<file path="src/rtl/decoder8_pipe_pkg.sv">
// Shared constants, types and helpers for the 8-way one-hot decoder link.
// The matching encoder imports DEC8_CODE_NONE from here.
package decoder8_pipe_pkg;

    localparam int          DEC8_OUT_W     = 8;
    localparam int          DEC8_CODE_W    = 4;
    localparam logic [3:0]  DEC8_CODE_NONE = 4'b1111;

    localparam logic [1:0]  DEC8_ST_EMPTY  = 2'd0;
    localparam logic [1:0]  DEC8_ST_ONE    = 2'd1;
    localparam logic [1:0]  DEC8_ST_TWO    = 2'd2;

    typedef enum logic [1:0] {
        ST_EMPTY = DEC8_ST_EMPTY,
        ST_ONE   = DEC8_ST_ONE,
        ST_TWO   = DEC8_ST_TWO
    } dec8_state_e;

    typedef struct packed {
        logic [DEC8_OUT_W-1:0] vec;
        logic                  none;
        logic                  err;
    } dec8_entry_t;

    function automatic logic [DEC8_OUT_W-1:0] dec8_onehot(input logic [2:0] idx);
        return 8'd1 << idx;
    endfunction

endpackage

</file>
<file path="src/rtl/decode8_lut.sv">
// Combinational code-to-entry map: 0..7 one-hot, 4'b1111 none, 8..14 illegal.
module decode8_lut
    import decoder8_pipe_pkg::*;
(
    input  logic [DEC8_CODE_W-1:0] code,
    output dec8_entry_t            entry
);

    // Decode one code into {vec, none, err}; none and err are mutually exclusive.
    always_comb begin
        entry = '0;
        case (code[3])
            1'b0: entry.vec = dec8_onehot(code[2:0]);
            1'b1: begin
                if (code == DEC8_CODE_NONE) begin
                    entry.none = 1'b1;
                end else begin
                    entry.err = 1'b1;
                end
            end
            default: entry = '0;
        endcase
    end

endmodule

</file>
<file path="config.mk">
export PLATFORM = sky130hd
export DESIGN_NAME = decode8_lut
export DESIGN_NICKNAME = d
export VERILOG_FILES = /design/src/rtl/decoder8_pipe_pkg.sv /design/src/rtl/decode8_lut.sv
export SDC_FILE = /design/constraint.sdc
export NUM_CORES = 1
export LEC_CHECK = 0
export BUFFER_PORTS_ARGS = -buffer_cell sky130_fd_sc_hd__buf_2
export CORE_AREA = 8 8 45 47
export DETAILED_ROUTE_END_ITERATION = 16
export DIE_AREA = 0 0 53 55
export GPL_ROUTABILITY_DRIVEN = 0
export GPL_TIMING_DRIVEN = 0
export REMOVE_ABC_BUFFERS = 1
export SETUP_SLACK_MARGIN = 0.4
export SLEW_MARGIN = 20
export SYNTH_ARGS = -nofsm -noshare
export SYNTH_HDL_FRONTEND = slang
export SYNTH_SLANG_ARGS = --single-unit
</file>
<file path="constraint.sdc">
create_clock -name vclk -period 0.8
set_input_delay 0.04 -clock vclk [all_inputs]
set_output_delay 0.04 -clock vclk [all_outputs]
set_load 0.05 [all_outputs]
</file>
[Word-level counts from Yosys, hierarchy flattened]
Cells that the tools add are included.
Word-level totals
  output and inout port bits: 10
  register bits: 0
Operators by class
  shifts and indexed selects: 1
  multiplexer cells: 4
  eq/ne operators: 1
Operators by type and width (count)
  $mux 8: 1
  $shl 1x3->8 const A: 1
  $eq 4x4->1 const B: 1
  $mux 1: 2
  $mux 2: 1

[Longest topological paths before layout]
Gate-level depths: netlist of the first run.
  word-level depth: 3
  depth in mapped cells: 2

[Worst setup path after synthesis of the first run]
OpenSTA, ideal clock, no wires.
  kind: input port to output port
  start point: input code[3]
  end point: output entry[2] in the netlist's numbering
  setup slack: -0.835 ns
  stages on the path: 1
  arrival time: 1.595 ns
  cells stage by stage: nor4_1
On the way
  cells in the longest elaborated chain, start to end: 1
RTL lines
  from (decl): line decode8_lut.sv:5  | input logic [DEC8_CODE_W-1:0] code,
  $mux 8: line decode8_lut.sv:12  | case (code[3])
  to (decl): line decode8_lut.sv:6  | output dec8_entry_t entry
Every way passes these cells.

==> key figures, run 1 <==
Outcome
  – Status: finished, final reports clean

Placed design
  – Placement Cell Area: approximately 170 um^2
  – Placed Cells: 46
  – Port Buffers: 14
  – HPWL Detailed: between 300 and 400 um

Timing
  – Fin crit period: a little over 0.7 ns
  – Max Freq: between 1000 and 1500 MHz
  – Final setup violating endpoints: 0
  – Relative slew slack: 0.859
  – Unrepaired setup endpoints after global routing: yes
  – Final hold violations: 0
  – Final Max Tran Viols: 0
  – Tcrit/Tclk final: 0.896
  – Worst-Margin Slew: between 0.2 and 0.25 ns

Die
  – DIE WIDTH: 53 um
  – Ports: 14
  – Die Footprint: 2920 um^2
  – Initial Util: 0.0597
  – Row count: 14
  – Core area: between 1000 and 1500 um^2
  – Die Ht: roughly 55 um

Power
  – Switching pwr: between 100 and 150 uW
  – Cell-internal power: 89.4 uW
  – Comb pwr share: 1.000
  – Clock power frac: 0
  – Leakage: around 0.15 nW
  – Seq pwr share: 0
  – Sw frac: 0.577
  – Peak VDD IR: ~100 uV
  – Power Density: between 500 and 600 nW/um^2

Detailed routing
  – DRT antenna net count: 0
  – # DRC: 0
  – WL per Instance: 12.7 um
  – DR iter-0 viols: 2
  – Via-per-instance ratio: about 3.7
  – DR pass1 iterations: 2
  – WL final: around 600 um
  – Routed vias: approximately 170

Finish
  – Fin util: 0.267
  – Clk_buf instances: 0
  – Ant. Diodes: 0
  – Non-Filler Instances: 47
  – Fin nets: 37
  – Area of the multi-input gates: between 150 and 200 um^2
  – Total area of sequential cells: 0 um^2
  – Share of layout cells above drive strength 1: 0.903
  – Filler cells: about 140
  – Post-route design area: roughly 370 um^2
  – Area grow syn2layout: 347%
  – FF+latch count: 0

Run
  – Max cap viols: 0

GRT
  – Gr usage total: 0.0371
  – First-pass GRT wire length: 876 um
  – Total grt overflow: 0
  – Vias in the first global route: approximately 180
  – Largest net degree at the start of global routing: 8
  – Initial antenna violation count: 0

Worst setup path
  – Critical path capture point type: output port
  – CP arrival: 0.68 ns
  – CP Max Fanout: 6
  – CP Launch Type: input port
  – Required time worst endpoint: around 0.76 ns
  – Kind of critical path: in2out

Logic synthesis
  – Mapped Cells: 16
  – Avg Synthesized Cell Area: 5.16 um^2
  – Sequential area share after synthesis: 0
  – Yosys cell types: 8
  – Synth warn: 0
  – Mapped Area: between 80 and 90 um^2

Worst hold path
  – HP Class: in2out

Clocking
  – Hold Buf Count CTS: 0
-- worst paths after layout --
kind       end  cells past startpoint  slack, ns    start
max   entry[6]                      4       0.08  code[1]
min   entry[6]                      3       0.36  code[3]
-- cell usage after synthesis, drive strengths merged --
cell type / count / area [um^2]
nor3: 4 / 25.0
inv: 1 / 3.75
nand2: 2 / 7.51
a31oi: 1 / 6.26
nor4: 1 / 6.26
nand2b: 3 / 18.8
nor2: 4 / 15.0
-- power groups by stage --
stage | Clock, mW | Combinational (mW) | Sequential (mW)
2_1_floorplan | 0 | 0.0762 | 0
3_3_place_gp | 0 | 0.117 | 0
3_5_place_dp | 0 | 0.118 | 0
4_1_cts | 0 | 0.198 | 0
5_1_grt | 0 | 0.221 | 0
6_report | 0 | 0.211 | 0
-- through the flow --
step	setup slack [ns]	power, mW	TNS [ns]	hold slack, ns
detailed placement	-0.0400	0.118	-0.0862	0.475
finish	0.0829	0.211	0	0.362
global route	0.0583	0.221	0	0.369
floorplan	-0.835	0.0762	-2.80	0.181
CTS	0.111	0.198	0	0.362
global placement	-0.0231	0.117	-0.0436	0.472
-- cell type report --
class | count | area share
timing repair buffer | 15 | 0.508
multi-input combinational | 15 | 0.427
tap | 16 | 0.0542
inverter | 1 | 0.0102
-- logic make-up (layout without fill, tap and decap cells) --
kind of cell,after synthesis,after routing,share of synthesized area
and+or+nand+nor,14,14,0.879
AOI/OAI and AO/OA,1,1,0.0758
buffers and inverters,1,16,0.0454
-- cell usage in the layout, fill, tap and decap left out, drive strengths merged --
cell,n
nor4,1
nor3,4
nand2,2
nor2,4
buf,15
inv,1
nand2b,3
a31oi,1
-- critical path: stages --
cell and delay [ns]:
buf_12 0.12, nand2b_4 0.16, nor3_4 0.18, buf_6 0.18
-- metal layers --
| metal | part of all wire | track usage | wire (um) | vias to the layer above |
|---|---|---|---|---|
| li1 | - | - | - | 85 |
| met2 | 0.55 | 0.0781 | 329 | 7 |
| met4 | 0 | 0 | 0 | 0 |
| met5 | 0 | 0 | 0 | - |
| met1 | 0.32 | 0.0378 | 192 | 80 |
| met3 | 0.13 | 0.00802 | 76 | 0 |
-- what timing repair did --
action / CTS / global route
setup buffers: 0 / 1
setup endpoints to repair: 10 / 10
gates resized for setup: 47 / 2
pin swaps: 7 / 1
Power figures use the tool's default switching activity.
==> run 2, diff against run 1 <==
- CORE_AREA: 8 8 45 47 -> 2 2 39 41
- DIE_AREA: 0 0 53 55 -> 0 0 41 43
- clock period: 0.8 -> 0.9 ns (I/O delays scaled with it)
==> key figures, run 2 (synthesis results as in run 1) <==
Detailed routing
  – # DRC: 0
  – DRT antenna net count: 0
  – WL final: between 400 and 500 um
  – Routed vias: between 150 and 200
  – DR iter-0 viols: 0
  – WL per Instance: 9.15 um
  – DR pass1 iterations: 1
  – Via-per-instance ratio: 3.49

Worst setup path
  – CP arrival: approximately 0.66 ns
  – Kind of critical path: in2out
  – Crit path buf inv count: 2
  – Crit-path max cell delay: around 0.3 ns
  – CP Launch Type: input port
  – Critical path capture point type: output port
  – Required time worst endpoint: 0.85 ns
  – CP Max Fanout: 6
  – CP max stage cell: nor4_4
  – CP Cell Sequence: buf_12 -> nor4_4 -> buf_6
  – Delay-heaviest family, CP: buffers and inverters

Timing
  – Final setup violating endpoints: 0
  – Hold slack: between 0.3 and 0.4 ns
  – Unrepaired setup endpoints after global routing: yes
  – Relative slew slack: 0.841
  – Final Max Tran Viols: 0
  – Final setup margin: 0.196 ns
  – Max Freq: 1420 MHz
  – Final hold violations: 0
  – Tcrit/Tclk final: 0.782
  – Final setup TNS: 0 ns
  – Fin crit period: just over 0.7 ns
  – Worst-Margin Slew: between 0.2 and 0.25 ns

Power
  – Peak VDD IR: between 150 and 200 uV
  – Leakage: approximately 0.16 nW
  – Power Density: 496 nW/um^2
  – Total power: ~190 uW

Placed design
  – HPWL Detailed: around 310 um
  – Dpl ws: approximately 0.077 ns
  – Port Buffers: 14
  – Placed Cells: 46

GRT
  – Largest net degree at the start of global routing: 8
  – Vias in the first global route: 170
  – Initial antenna violation count: 0
  – First-pass GRT wire length: between 700 and 800 um
  – Gr usage total: 0.0530
  – Total grt overflow: 0

Die
  – Initial Util: 0.0597
  – Core area: between 1000 and 1500 um^2
  – Die Footprint: between 1500 and 2000 um^2
  – Ports: 14
  – DIE WIDTH: about 40 um
  – Die Ht: around 43 um
  – Row count: 14

Finish
  – Fin nets: 37
  – FF+latch count: 0
  – Ant. Diodes: 0
  – Clk_buf instances: 0
  – Area grow syn2layout: 355%
  – Total area of sequential cells: 0 um^2
  – Share of layout cells above drive strength 1: 0.871
  – Filler cells: 149
  – Most common cell after layout, fill and taps aside: buf_6
  – Non-Filler Instances: between 40 and 50
  – Most frequent cells in the layout: buf_6 (10), nand2b_4 (3), buf_12 (3)

Worst hold path
  – HP Class: in2out

Outcome
  – Status: finished, final reports clean

Run
  – Max cap viols: 0
run 2: changes by cell type in the layout (fill, tap and decap cells not counted):
cell and delta:
nor4_4 +1, buf_8 -1, nor4_2 -1, buf_4 -1, buf_6 +2, nor2_2 -1
nor2_1 +1
run 2: layout make-up:
type,count,area [um^2],area share
Inverter,1,3.75,0.0100
Multi-Input combinational cell,15,164,0.437
Tap cell,16,20.0,0.0533
Timing Repair Buffer,15,188,0.500
run 2: worst paths after layout:
path,from,to,cells past startpoint
setup / recovery,code[2],entry[2],3
hold / removal,code[3],entry[2],3
run 2: per-layer routing:
layer / up-vias / wire, um / share of wire / track usage
met5: - / 0 / 0 / 0
li1: 87 / - / - / -
met4: 0 / 0 / 0 / 0
met1: 68 / 171 / 0.40 / 0.0794
met2: 9 / 205 / 0.48 / 0.0844
met3: 0 / 52 / 0.12 / 0.00524
run 2: through the flow:
stage / instance area [um^2] / utilization
final: 375 / 0.271
after global routing: 375 / 0.271
after CTS: 349 / 0.252
after detailed placement: 173 / 0.125
after global placement: 173 / 0.125
after floorplan: 82.6 / -
run 2: power breakdown:
group	switching (mW)	internal (mW)	leakage (nW)
Combinational	0.106	0.0800	0.157
Sequential	0	0	0
Clock	0	0	0
run 2: repair_timing:
| action | CTS | global route |
|---|---|---|
| endpoints found under the setup margin | 10 | 10 |
| hold buffers | 0 | 0 |
| resized for setup | 45 | 4 |
| pin swaps | 5 | 2 |
| setup buffers | 0 | 1 |
| endpoints found under the hold margin | 0 | 0 |
